File: src/rtl/sqrt_sched_pkg.sv
// Shared types and constants for the square-root scheduler.
package sqrt_sched_pkg;

  typedef enum logic [1:0] {IDLE, ISSUE, WAIT, RESP} sched_state_t;

  localparam int unsigned ROOT_W = 16;
  localparam int unsigned DATA_W = 32;
  localparam int unsigned ID_W   = 3;

endpackage

File: src/rtl/sqrt_scheduler_if.sv
// Requester-side request/response channels of the square-root scheduler.
interface sqrt_scheduler_if
  import sqrt_sched_pkg::*;
#(
  parameter int unsigned NREQ = 4
) ();

  logic [NREQ-1:0]             req_valid;
  logic [NREQ-1:0][DATA_W-1:0] req_data;
  logic [NREQ-1:0]             req_ready;
  logic [NREQ-1:0]             rsp_valid;
  logic [NREQ-1:0]             rsp_ready;
  logic [DATA_W-1:0]           rsp_data;
  logic                        rsp_err;

  modport master (
    output req_valid, req_data, rsp_ready,
    input  req_ready, rsp_valid, rsp_data, rsp_err
  );

  modport slave (
    input  req_valid, req_data, rsp_ready,
    output req_ready, rsp_valid, rsp_data, rsp_err
  );

endinterface

File: src/rtl/rr_arbiter.sv
// Combinational round-robin pick: highest priority at ptr, searching upward with wrap.
module rr_arbiter
  import sqrt_sched_pkg::*;
#(
  parameter int unsigned N = 4
) (
  input  logic [N-1:0]    req,
  input  logic [ID_W-1:0] ptr,
  output logic [N-1:0]    grant,
  output logic [ID_W-1:0] grant_idx
);

  logic [ID_W-1:0] idx;

  always_comb begin
    grant     = '0;
    grant_idx = '0;
    idx       = '0;
    for (int unsigned k = 0; k < N; k++) begin
      idx = ID_W'((32'(ptr) + k) % N);
      if (grant == '0 && (req & (N'(1) << idx)) != '0) begin
        grant     = N'(1) << idx;
        grant_idx = idx;
      end
    end
  end

endmodule

File: src/rtl/sqrt_scheduler.sv
// Round-robin scheduler sharing one square-root core among NREQ requesters, with a
// watchdog that turns a core that never finishes into an error response.
module sqrt_scheduler
  import sqrt_sched_pkg::*;
#(
  parameter int unsigned NREQ    = 4,
  parameter int unsigned TIMEOUT = 32
) (
  input  logic              clk,
  input  logic              reset_n,
  sqrt_scheduler_if.slave   bus,
  output logic              core_start,
  output logic [DATA_W-1:0] core_radicand,
  input  logic [DATA_W-1:0] core_root,
  input  logic              core_busy,
  input  logic              core_done,
  output logic              sched_busy,
  output logic [ID_W-1:0]   grant_id
);

  localparam int unsigned WdW = $clog2(TIMEOUT + 1);

  sched_state_t      state_q, state_d;
  logic [ID_W-1:0]   ptr_q, ptr_d;
  logic [ID_W-1:0]   gid_q, gid_d;
  logic [DATA_W-1:0] rad_q, rad_d;
  logic [DATA_W-1:0] res_q, res_d;
  logic              err_q, err_d;
  logic [WdW-1:0]    wd_q, wd_d;
  logic [NREQ-1:0]   arb_grant;
  logic [ID_W-1:0]   arb_idx;
  logic [NREQ-1:0]   rsp_mask;
  logic              unused_core;

  // busy is informational and the root is only 16 bits wide.
  assign unused_core = ^{core_busy, core_root[DATA_W-1:ROOT_W]};

  rr_arbiter #(
    .N(NREQ)
  ) u_arb (
    .req      (bus.req_valid),
    .ptr      (ptr_q),
    .grant    (arb_grant),
    .grant_idx(arb_idx)
  );

  assign rsp_mask = NREQ'(1) << gid_q;

  always_comb begin
    state_d       = state_q;
    ptr_d         = ptr_q;
    gid_d         = gid_q;
    rad_d         = rad_q;
    res_d         = res_q;
    err_d         = err_q;
    wd_d          = wd_q;
    bus.req_ready = '0;
    bus.rsp_valid = '0;
    core_start    = 1'b0;
    unique case (state_q)
      IDLE: begin
        bus.req_ready = arb_grant;
        if (bus.req_valid != '0) begin
          for (int i = 0; i < NREQ; i++) begin
            if (arb_grant[i]) rad_d = bus.req_data[i];
          end
          gid_d   = arb_idx;
          ptr_d   = (arb_idx == ID_W'(NREQ - 1)) ? '0 : arb_idx + 1'b1;
          state_d = ISSUE;
        end
      end
      ISSUE: begin
        core_start = 1'b1;
        wd_d       = '0;
        state_d    = WAIT;
      end
      WAIT: begin
        wd_d = wd_q + 1'b1;
        // wd_q counts WAIT cycles; the last one is TIMEOUT-1 cycles after the start pulse,
        // so the error response appears exactly TIMEOUT cycles after it.
        if (core_done) begin
          res_d   = {{(DATA_W - ROOT_W){1'b0}}, core_root[ROOT_W-1:0]};
          err_d   = 1'b0;
          state_d = RESP;
        end else if (wd_q == WdW'(TIMEOUT - 2)) begin
          res_d   = '0;
          err_d   = 1'b1;
          state_d = RESP;
        end
      end
      RESP: begin
        bus.rsp_valid = rsp_mask;
        if ((bus.rsp_ready & rsp_mask) != '0) state_d = IDLE;
      end
      default: state_d = IDLE;
    endcase
  end

  always_ff @(posedge clk or negedge reset_n) begin
    if (!reset_n) begin
      state_q <= IDLE;
      ptr_q   <= '0;
      gid_q   <= '0;
      rad_q   <= '0;
      res_q   <= '0;
      err_q   <= 1'b0;
      wd_q    <= '0;
    end else begin
      state_q <= state_d;
      ptr_q   <= ptr_d;
      gid_q   <= gid_d;
      rad_q   <= rad_d;
      res_q   <= res_d;
      err_q   <= err_d;
      wd_q    <= wd_d;
    end
  end

  assign bus.rsp_data  = res_q;
  assign bus.rsp_err   = err_q;
  assign core_radicand = rad_q;
  assign sched_busy    = (state_q != IDLE);
  assign grant_id      = gid_q;

endmodule

File: src/flat_wrapper.sv
// flat-port wrapper written by rule: the top's interface ports become plain ports
module sqrt_scheduler_flat import sqrt_sched_pkg::*;
#(
  parameter int unsigned NREQ    = 4,
  parameter int unsigned TIMEOUT = 32
)
  (clk, reset_n, core_start, core_radicand, core_root, core_busy, core_done, sched_busy, grant_id, bus_req_valid, bus_req_data, bus_rsp_ready, bus_req_ready, bus_rsp_valid, bus_rsp_data, bus_rsp_err);
  sqrt_scheduler_if #(.NREQ(NREQ)) bus_i ();
  input  logic clk;
  input  logic reset_n;
  output logic core_start;
  output logic [DATA_W-1:0] core_radicand;
  input  logic [DATA_W-1:0] core_root;
  input  logic core_busy;
  input  logic core_done;
  output logic sched_busy;
  output logic [ID_W-1:0] grant_id;
  input wire logic [$bits(bus_i.req_valid)-1:0] bus_req_valid;
  input wire logic [$bits(bus_i.req_data)-1:0] bus_req_data;
  input wire logic [$bits(bus_i.rsp_ready)-1:0] bus_rsp_ready;
  output wire logic [$bits(bus_i.req_ready)-1:0] bus_req_ready;
  output wire logic [$bits(bus_i.rsp_valid)-1:0] bus_rsp_valid;
  output wire logic [$bits(bus_i.rsp_data)-1:0] bus_rsp_data;
  output wire logic [$bits(bus_i.rsp_err)-1:0] bus_rsp_err;
  assign bus_i.req_valid = bus_req_valid;
  assign bus_i.req_data = bus_req_data;
  assign bus_i.rsp_ready = bus_rsp_ready;
  assign bus_req_ready = bus_i.req_ready;
  assign bus_rsp_valid = bus_i.rsp_valid;
  assign bus_rsp_data = bus_i.rsp_data;
  assign bus_rsp_err = bus_i.rsp_err;
  sqrt_scheduler #(.NREQ(NREQ), .TIMEOUT(TIMEOUT)) u_core (.clk(clk), .reset_n(reset_n), .bus(bus_i), .core_start(core_start), .core_radicand(core_radicand), .core_root(core_root), .core_busy(core_busy), .core_done(core_done), .sched_busy(sched_busy), .grant_id(grant_id));
endmodule
File: config.mk
export PLATFORM = sky130hd
export DESIGN_NAME = sqrt_scheduler_flat
export DESIGN_NICKNAME = d
export VERILOG_FILES = /design/src/rtl/sqrt_sched_pkg.sv /design/src/rtl/sqrt_scheduler_if.sv /design/src/rtl/rr_arbiter.sv /design/src/rtl/sqrt_scheduler.sv /design/src/flat_wrapper.sv
export SDC_FILE = /design/constraint.sdc
export NUM_CORES = 1
export LEC_CHECK = 0
export ABC_AREA = 0
export ABC_CLOCK_PERIOD_IN_PS = 6150
export BUFFER_PORTS_ARGS = -buffer_cell sky130_fd_sc_hd__buf_4
export CAP_MARGIN = 10
export CELL_PAD_IN_SITES_DETAIL_PLACEMENT = 0
export CELL_PAD_IN_SITES_GLOBAL_PLACEMENT = 2
export CORE_UTILIZATION = 25
export DETAILED_ROUTE_END_ITERATION = 12
export GPL_ROUTABILITY_DRIVEN = 0
export PLACE_DENSITY = 0.89
export SLEW_MARGIN = 40
export SYNTH_ARGS = -nofsm -noshare
export SYNTH_HDL_FRONTEND = slang
export SYNTH_HIERARCHICAL = 1
export SYNTH_SLANG_ARGS = --single-unit
File: constraint.sdc
create_clock -name clk -period 6.15 [get_ports clk]
set_clock_uncertainty 0.2 [all_clocks]
set_input_delay 1.23 -clock clk [delete_from_list [all_inputs] [get_ports clk]]
set_output_delay 1.23 -clock clk [all_outputs]
set_load 0.05 [all_outputs]
==> flow_summary.toml, run 1 <==
[global_route]
grt_use_total = 0.1392
antenna_found_initial = 0
grt_pass1_wl_um = 19740
grt_overflow = 0
grt_max_degree = 66
grt_pass1_vias = 4016

[status]
status = "finished clean"

[setup_path]
cp-start-kind = "input pin"
cp_max_fo = 10
endpoint_kind = "output pin"
critical_path_class = "in2out"
crit_slowest_cell = "a221oi_1"
worst-path-buf-inv = 2
worst_path_most_repeated_cell = "buf_4"
critPathMaxStageDelay_ns = 0.49
cp_data_arrival_time_ns = 3.54
worst_ep_required_time_ns = 4.72
worstPathCellList = "buf_4 > a22o_2 > a221oi_1 > a21oi_1 > nor4b_4 > nand3_2 > o221ai_4 > and2_1 > buf_4"
path_delay_family = "compound AO/OA/AOI/OAI gates"

[clocking]
cts-root-buf = "clkbuf_16"
clock_path_buffers = 2
ctsHoldBuffers = 0
postCtsResizedCells = 0
cts_max_level = 3
cts_tree = "done"
clock-sinks = 62
cts_buffers = 9
clk_pin_slew_ns = 0.05
clock_latency_ns = 0.33
cts_setup_buffers = 0

[yosys]
syn_area_mm2 = 0.004443
postSynthAreaPerCell_um2 = 9.617
ys_warn_count = 6
synthCells = 462

[detailed_routing]
vias_per_cell = 4.539
wl_um = 12460
num_vias = 4053
dr.pass1.iters = 4
wl_per_cell_um = 13.95
drt_iter0_drc = 119
remaining_drc_errors = 0
ant_nets = 0

[finish]
area_growth_pct = 45.65
drive_above_1_share = 0.4760
n_fill_cell = 1806
num-nets-final = 850
insertedDiodeCount = 0

[sta]
period_needed_ns = 4.966
maxSlewHeadroom = 0.5614
finalSetupViolations = 0
drv_slew = 0
tns_ns = 0
timing.fmax_ghz = 0.2014
finalHoldViolCount = 0
finalCritPeriodShare = 0.8075
rsz0062_at_grt = "no"
worst_slew_pin_slew_ns = 0.6579

[floorplanning]
start_util = 0.2569
num_io_pins = 250
chipWidth_um = 135.3
die-area_mm2 = 0.01831
die_y_um = 135.3
num_rows = 48
core_area_mm2 = 0.01730

[power]
power_density_mw_per_mm2 = 693.7
p_total_mw = 4.489
vdd_drop_max_mv = 0.2841
p_leak_nw = 2.896

[place]
dpl.hpwl_um = 9861
portBuffers = 216

[run]
maxCapViolCount = 0

[worst_hold_path]
hp-class = "reg2reg"
==> placed cells by master (no fill, tap or decap), types with 2 or more instances in the layout <==
cell,n
a211oi_1,2
a21oi_1,13
a21oi_2,32
a222oi_1,2
a22o_1,16
a22o_2,3
a22oi_1,4
and2_1,5
buf_4,220
clkbuf_16,9
clkinv_2,2
clkinvlp_4,2
conb_1,17
dfrtp_1,62
ha_1,15
inv_1,18
mux2_2,5
mux2i_1,67
nand2_1,44
nand2b_1,2
nand3_1,6
nand3b_1,3
nand4_1,2
nor2_1,13
nor2_2,26
nor2_4,3
nor2b_1,2
nor3_1,2
nor4_1,2
o211ai_1,2
o21ai_0,37
o221ai_1,2
o221ai_4,2
==> metrics by stage <==
step           cells  worst slack, ns    util  hold WS (ns)  instance area [um^2]
3_3_place_gp     876           0.8715  0.3564        0.2860                  6165
2_1_floorplan    477           0.7514       -        0.3229                  4499
5_1_grt          893           0.9379  0.3741        0.3237                  6471
4_1_cts          892           0.8468  0.3736        0.3090                  6462
3_5_place_dp     876           0.8416  0.3564        0.2921                  6165
6_report         893            1.184  0.3741        0.2984                  6471
==> per-layer routing <==
| layer | GRT usage | routed length [um] |
|---|---|---|
| met3 | 0.04714 | 1096 |
| met1 | 0.1621 | 5107 |
| met2 | 0.2362 | 6082 |
| met5 | 0 | 0 |
| met4 | 0.04994 | 171 |
==> cell type report <==
class | count | area [um^2] | area share
multi-input combinational | 350 | 2605 | 0.4026
timing repair buffer | 222 | 1668 | 0.2577
sequential | 62 | 1551 | 0.2398
tap | 225 | 281.5 | 0.04350
clock buffer | 9 | 225.2 | 0.03480
clock inverter | 7 | 72.57 | 0.01121
inverter | 18 | 67.56 | 0.01044
==> worst paths after layout <==
path                                                 from                                   end  slack (ns)  cells past startpoint
setup / recovery                         bus_req_valid[1]                      bus_req_ready[1]        1.18                      9
hold / removal             u_core/bus.rsp_err$_DFFE_PN0P_        u_core/bus.rsp_err$_DFFE_PN0P_        0.30                      2
setup reg to reg              u_core/ptr_q[1]$_DFFE_PN0P_   u_core/core_radicand[0]$_DFFE_PN0P_        1.63                     14
hold reg to reg            u_core/bus.rsp_err$_DFFE_PN0P_        u_core/bus.rsp_err$_DFFE_PN0P_        0.30                      2
max in group asynchronous                         reset_n  u_core/core_radicand[29]$_DFFE_PN0P_        4.66                      1
min in group asynchronous                         reset_n         u_core/state_q[1]$_DFFE_PN0P_        0.67                      1
==> where the power goes <==
| group | switching, mW | total (mW) | internal, mW |
|---|---|---|---|
| logic | 2.05 | 3.22 | 1.17 |
| clock network | 0.190 | 0.504 | 0.314 |
| registers | 0.152 | 0.763 | 0.611 |
==> tightest hold or removal path: cells and delay by family, from the launching register on <==
kind	cells	cell delay, ns
compound gates	1	0.05
flops	1	0.34
simple gates	1	0.07
==> state kept, by name, summed over array words and instances, names as in the netlist <==
register	flops
u_core/ptr_q	2
u_core/grant_id	3
u_core/core_radicand	32
u_core/state_q	2
u_core/wd_q	6
u_core/bus.rsp_data	16
u_core/bus.rsp_err	1
No activity file was read; power rests on OpenSTA's default activity.
==> run 2, diff against run 1 <==
--- a/config.mk
+++ b/config.mk
@@ -6,7 +6,7 @@
 export NUM_CORES = 1
 export LEC_CHECK = 0
 export ABC_AREA = 0
-export ABC_CLOCK_PERIOD_IN_PS = 6150
+export ABC_CLOCK_PERIOD_IN_PS = 4700
 export BUFFER_PORTS_ARGS = -buffer_cell sky130_fd_sc_hd__buf_4
 export CAP_MARGIN = 10
 export CELL_PAD_IN_SITES_DETAIL_PLACEMENT = 0
==> constraint.sdc (replaced) <==
create_clock -name clk -period 4.7 [get_ports clk]
set_clock_uncertainty 0.2 [all_clocks]
set_input_delay 0.94 -clock clk [delete_from_list [all_inputs] [get_ports clk]]
set_output_delay 0.94 -clock clk [all_outputs]
set_load 0.05 [all_outputs]
==> run 2 against run 1 <==
Cell count is the same. Non-clock buffer count is the same. Register-to-register slack lost 1.2 ns. Sequential cell count is the same. First-iteration DRC count grew 1.7%. Count of clock-buffer cells in the layout grew 3. Design area grew 0.77%. Total power grew 32%. Critical path depth grew 1. Sequential share of layout area shrank 0.15 points. Via count grew 0.42%. Worst setup slack lost 0.92 ns. Critical endpoint is now bus_req_ready[0]. Largest power group unchanged.
==> flow_summary.toml, run 2 (synthesized netlist as in run 1, its figures left out) <==
[status]
status = "finished clean"

[sta]
finalCritPeriodShare = 0.9435
fin_hold_ws_ns = 0.2997
period_needed_ns = 4.434
timing.fmax_ghz = 0.2255
maxSlewHeadroom = 0.5911
finalSetupViolations = 0
worst_slew_pin_slew_ns = 0.6097
rsz0062_at_grt = "no"
drv_slew = 0
finalHoldViolCount = 0
tns_ns = 0

[setup_path]
worst_ep_required_time_ns = 3.56
endpoint_kind = "output pin"
cp_max_fo = 11
critical_path_class = "reg2out"
path_delay_family = "compound AO/OA/AOI/OAI gates"
worst-r2r-cell-count = 14
worst-path-stages = 10
critPathMaxStageDelay_ns = 0.58
worst-path-buf-inv = 2
crit_slowest_cell = "a211oi_1"
cp-start-kind = "flop"
worstPathCellList = "inv_1 > ha_1 > a22oi_2 > a211oi_1 > a22oi_2 > nand3b_1 > o211ai_1 > o211ai_1 > and2_1 > buf_4"
cp_data_arrival_time_ns = 3.29

[floorplanning]
die_y_um = 135.3
core_area_mm2 = 0.01730
start_util = 0.2569
num_io_pins = 250
die-area_mm2 = 0.01831
num_rows = 48
chipWidth_um = 135.3

[clocking]
cts_setup_buffers = 0
cts-root-buf = "clkbuf_16"
clock_latency_ns = 0.32
clk_pin_slew_ns = 0.05
cts_max_level = 3
clock_path_buffers = 2
ctsHoldBuffers = 0
cts_buffers = 9
clock-sinks = 62
cts_tree = "done"
postCtsResizedCells = 0

[finish]
area_growth_pct = 46.78
regArea_mm2 = 0.001554
insertedDiodeCount = 0
num-nets-final = 850
drive_above_1_share = 0.4820
largest_reg_flops = 32
final_cell_mix = "buf_4, mux2i_1, dfrtp_1"
final_common_cell = "buf_4"
n_fill_cell = 1788
multi_input_area_mm2 = 0.002624

[power]
power_density_mw_per_mm2 = 910.0
p_leak_nw = 2.907
vdd_drop_max_mv = 0.3480

[worst_hold_path]
worstHoldPathCells = 2
hp-class = "reg2reg"

[detailed_routing]
wl_per_cell_um = 14.07
wl_um = 12570
ant_nets = 0
dr.pass1.iters = 5
drt_iter0_drc = 121
vias_per_cell = 4.558
num_vias = 4070
remaining_drc_errors = 0

[run]
maxCapViolCount = 0

[place]
portBuffers = 216
dpl.hpwl_um = 9825

[global_route]
antenna_found_initial = 0
grt_overflow = 0
grt_use_total = 0.1356
grt_pass1_wl_um = 19390
grt_pass1_vias = 3990
grt_max_degree = 66
## run 2: metal layers
metal / track usage / routed length (um)
met1: 0.1604 / 5258
met5: 0 / 0
met3: 0.03704 / 978
met2: 0.2313 / 6159
met4: 0.05368 / 169
## run 2: final cells by class
| class | count | share of cell area |
|---|---|---|
| repair buffers | 222 | 0.2581 |
| flip-flops and latches | 62 | 0.2383 |
| well taps | 225 | 0.04317 |
| multi-input cells | 350 | 0.4023 |
| clock buffers | 12 | 0.03933 |
| clock inverters | 4 | 0.008442 |
| inverters | 18 | 0.01036 |
## run 2: stage by stage
step | total power [mW] | setup slack (ns) | std cells | utilization | cell area (um^2)
floorplan | 4.282 | 0.1047 | 477 | - | 4502
global placement | 5.214 | 0.2512 | 877 | 0.3576 | 6186
detailed placement | 5.295 | 0.1979 | 877 | 0.3576 | 6186
CTS | 6.003 | 0.09361 | 893 | 0.3757 | 6497
global route | 6.355 | 0.02222 | 893 | 0.3770 | 6521
finish | 5.934 | 0.2655 | 893 | 0.3770 | 6521
## run 2: worst reg2reg max path, delay by kind of cell, from the launching register on
family	cells	cell delay, ns
compound gates	5	1.29
simple gates	5	0.99
buf+inv	3	0.93
flops	1	0.43
fa+ha+maj	1	0.33
## run 2: final timing paths
path / from / slack (ns) / endpoint
worst min-delay path: u_core/bus.rsp_err$_DFFE_PN0P_ / 0.30 / u_core/bus.rsp_err$_DFFE_PN0P_
worst min register to register: u_core/bus.rsp_err$_DFFE_PN0P_ / 0.30 / u_core/bus.rsp_err$_DFFE_PN0P_
worst max-delay path: u_core/ptr_q[1]$_DFFE_PN0P_ / 0.27 / bus_req_ready[0]
min in group asynchronous: reset_n / 0.40 / u_core/state_q[0]$_DFFE_PN0P_
max in group asynchronous: reset_n / 3.49 / u_core/ptr_q[0]$_DFFE_PN0P_
worst max register to register: u_core/ptr_q[0]$_DFFE_PN0P_ / 0.48 / u_core/core_radicand[1]$_DFFE_PN0P_
## run 2: power breakdown
group	switching, mW	internal, mW
clock network	0.236	0.441
logic	2.69	1.56
registers	0.201	0.802
==> run 3, diff against run 2 <==
--- a/config.mk
+++ b/config.mk
@@ -11,12 +11,12 @@
 export CAP_MARGIN = 10
 export CELL_PAD_IN_SITES_DETAIL_PLACEMENT = 0
 export CELL_PAD_IN_SITES_GLOBAL_PLACEMENT = 2
-export CORE_UTILIZATION = 25
+export CORE_UTILIZATION = 26
 export DETAILED_ROUTE_END_ITERATION = 12
 export GPL_ROUTABILITY_DRIVEN = 0
-export PLACE_DENSITY = 0.89
+export PLACE_DENSITY = 0.9
+export SKIP_LAST_GASP = 1
 export SLEW_MARGIN = 40
 export SYNTH_ARGS = -nofsm -noshare
 export SYNTH_HDL_FRONTEND = slang
-export SYNTH_HIERARCHICAL = 1
 export SYNTH_SLANG_ARGS = --single-unit
==> run 3 against run 2 <==
Via count is 24% higher. Critical path type unchanged. Wire length is 52% higher. First-iteration DRC count is 120% higher. Total power is 14% higher. The run now ends with design-rule violations left.
==> flow_summary.toml, run 3 <==
[setup_path]
worst-path-buf-inv = 2
r2r_end = "u_core.core_radicand[29]$_DFFE_PN0P_"
cp_data_arrival_time_ns = 3.35
worst-r2r-cell-count = 9
critical_path_class = "reg2out"
endpoint_kind = "output pin"
worstPathCellList = "inv_1 > ha_1 > a221o_1 > o32ai_4 > or2_4 > or4b_4 > a21oi_1 > buf_4"
cp-start-kind = "flop"
crit_slowest_cell = "dfrtp_1"
critPathMaxStageDelay_ns = 0.51
cp_max_fo = 15
path_delay_family = "compound AO/OA/AOI/OAI gates"
r2r_slack_ns = 0.67
worst_ep_required_time_ns = 3.56

[detailed_routing]
remaining_drc_errors = 11
ant_nets = 0
wl_um = 19110
num_vias = 5051
wl_per_cell_um = 20.22
drt_iter0_drc = 265
vias_per_cell = 5.345
dr.pass1.iters = 9

[clocking]
clock-sinks = 61
cts-root-buf = "clkbuf_16"
ctsHoldBuffers = 0
clk_pin_slew_ns = 0.06
postCtsResizedCells = 0
clock_path_buffers = 2
cts_setup_buffers = 0
clock_latency_ns = 0.34
cts_tree = "done"
cts_buffers = 9
cts_max_level = 3

[power]
vdd_drop_max_mv = 0.4251
power_density_mw_per_mm2 = 978.8
p_leak_nw = 3.105

[global_route]
grt_use_total = 0.1989
grt_overflow = 0
grt_pass1_vias = 5124
grt_max_degree = 62
antenna_found_initial = 0
grt_pass1_wl_um = 29370

[finish]
num-nets-final = 896
final_cell_mix = "buf_4, dfrtp_1, nand2_1"
area_growth_pct = 42.47
final_common_cell = "buf_4"
fin_util = 0.3807
n_fill_cell = 1868
drive_above_1_share = 0.4134
insertedDiodeCount = 0
largest_reg_flops = 32

[yosys]
postSynthAreaPerCell_um2 = 9.237
synth-main-ff-cell = "dfrtp_1"
ys_warn_count = 0
syn_area_mm2 = 0.004850
synth_edf_count = 0
synth_common_cells = "dfrtp_1, nand2_1, inv_1, o21ai_0, o32ai_1"
synthCells = 525
yosysMostFrequentCell = "dfrtp_1"
yosysSeqAreaShare = 0.3148
synth_top_area_cell = "dfrtp_1"
synth_top_area_share = 0.3148
synth.area.top_cells = "dfrtp_1, o32ai_2, o32ai_1"
async_reset_ff_frac = 1.000
ys_seq_elements = 61
ys_types = 63

[sta]
rsz0062_at_grt = "no"
worst_slack_ns = 0.2140
drv_slew = 0
tns_ns = 0
worst_slew_pin_slew_ns = 0.6765
period_needed_ns = 4.486
finalHoldViolCount = 0
maxSlewHeadroom = 0.5485
finalSetupViolations = 0
finalCritPeriodShare = 0.9545
timing.fmax_ghz = 0.2229

[place]
dpl.hpwl_um = 13060
pre_cts_slack_ns = 0.5767
portBuffers = 215

[worst_hold_path]
hp-class = "reg2reg"
worstHoldPathCells = 2
hold_end = "u_core.bus.rsp_data[5]$_DFFE_PN0P_"
min-delay-start = "u_core.bus.rsp_data[5]$_DFFE_PN0P_"

[floorplanning]
num_rows = 49
core_area_mm2 = 0.01815
start_util = 0.2672
chipWidth_um = 138.6
num_io_pins = 250
die-area_mm2 = 0.01920
die_y_um = 138.6

[run]
maxCapViolCount = 0

[status]
violations = "design-rule violations"
status = "complete, but fails checks"
-- run 3: cell types whose count changed in the layout (fill, tap and decap cells not counted), sizes merged, moves of 5 or more --
| cell | delta |
|---|---|
| a211oi | +32 |
| nand3 | +15 |
| a22o | -13 |
| buf | +6 |
| a21oi | -34 |
| o32ai | +64 |
| o21ai | +6 |
| nand4b | +32 |
| nor2 | -28 |
| nand2 | +5 |
| mux2i | -66 |
| inv | +25 |
-- run 3: through the flow --
| stage | power (mW) | cell area [um^2] | hold slack [ns] | std cells |
|---|---|---|---|---|
| finish | 6.763 | 6909 | 0.2663 | 945 |
| global route | 7.205 | 6909 | 0.2976 | 945 |
| CTS | 6.801 | 6900 | 0.2708 | 945 |
| detailed placement | 6.026 | 6576 | 0.2570 | 929 |
| global placement | 5.995 | 6570 | 0.2512 | 929 |
| floorplan | 4.607 | 4910 | 0.2996 | 541 |
-- run 3: cell families after synthesis --
| family | share of synthesized area |
|---|---|
| buf+inv | 0.1127 |
| xor+xnor | 0.001806 |
| simple gates | 0.1661 |
| fa+ha+maj | 0.03354 |
| flops | 0.3148 |
| compound gates | 0.3612 |
| mux | 0.009030 |
| other cells | 0.0007733 |
-- run 3: layout make-up --
| cell class | instances | area [um^2] | share of cell area |
|---|---|---|---|
| multi-input combinational | 369 | 2887 | 0.4178 |
| clock buffer | 10 | 229.0 | 0.03314 |
| timing repair buffer | 228 | 1728 | 0.2501 |
| tap | 229 | 286.5 | 0.04147 |
| sequential | 61 | 1526 | 0.2209 |
| clock inverter | 6 | 95.09 | 0.01376 |
| inverter | 42 | 157.7 | 0.02282 |
-- run 3: layer usage --
layer | GRT usage | share of wire
met2 | 0.3390 | 0.49
met3 | 0.06008 | 0.079
met4 | 0.05145 | 0.013
met5 | 0 | 0
met1 | 0.2433 | 0.42
-- run 3: worst max-delay path by stage --
stage	start	to	slack, ns	cells past startpoint
2_1_floorplan	bus_req_valid[1]	bus_req_ready[0]	0.43	6
5_1_grt	flop	bus_req_ready[0]	0.04	8
3_5_place_dp	flop	bus_req_ready[2]	0.58	8
4_1_cts	flop	bus_req_ready[2]	0.20	8
6_report	flop	bus_req_ready[0]	0.21	8
3_3_place_gp	flop	bus_req_ready[0]	0.58	8
-- run 3: worst reg2reg max path, delay by kind of cell (launching register included) --
kind | cells | cell delay (ns)
buffers and inverters | 1 | 0.13
AND/OR/NAND/NOR | 3 | 0.95
flip-flops | 1 | 0.51
AO/OA/AOI/OAI | 4 | 1.67
adder cells (fa/ha/maj) | 1 | 0.42
-- run 3: where the power goes --
group | switching, mW | internal, mW
Sequential | 0.168 | 0.790
Clock | 0.277 | 0.469
Combinational | 3.42 | 1.64
Total | 3.86 | 2.90
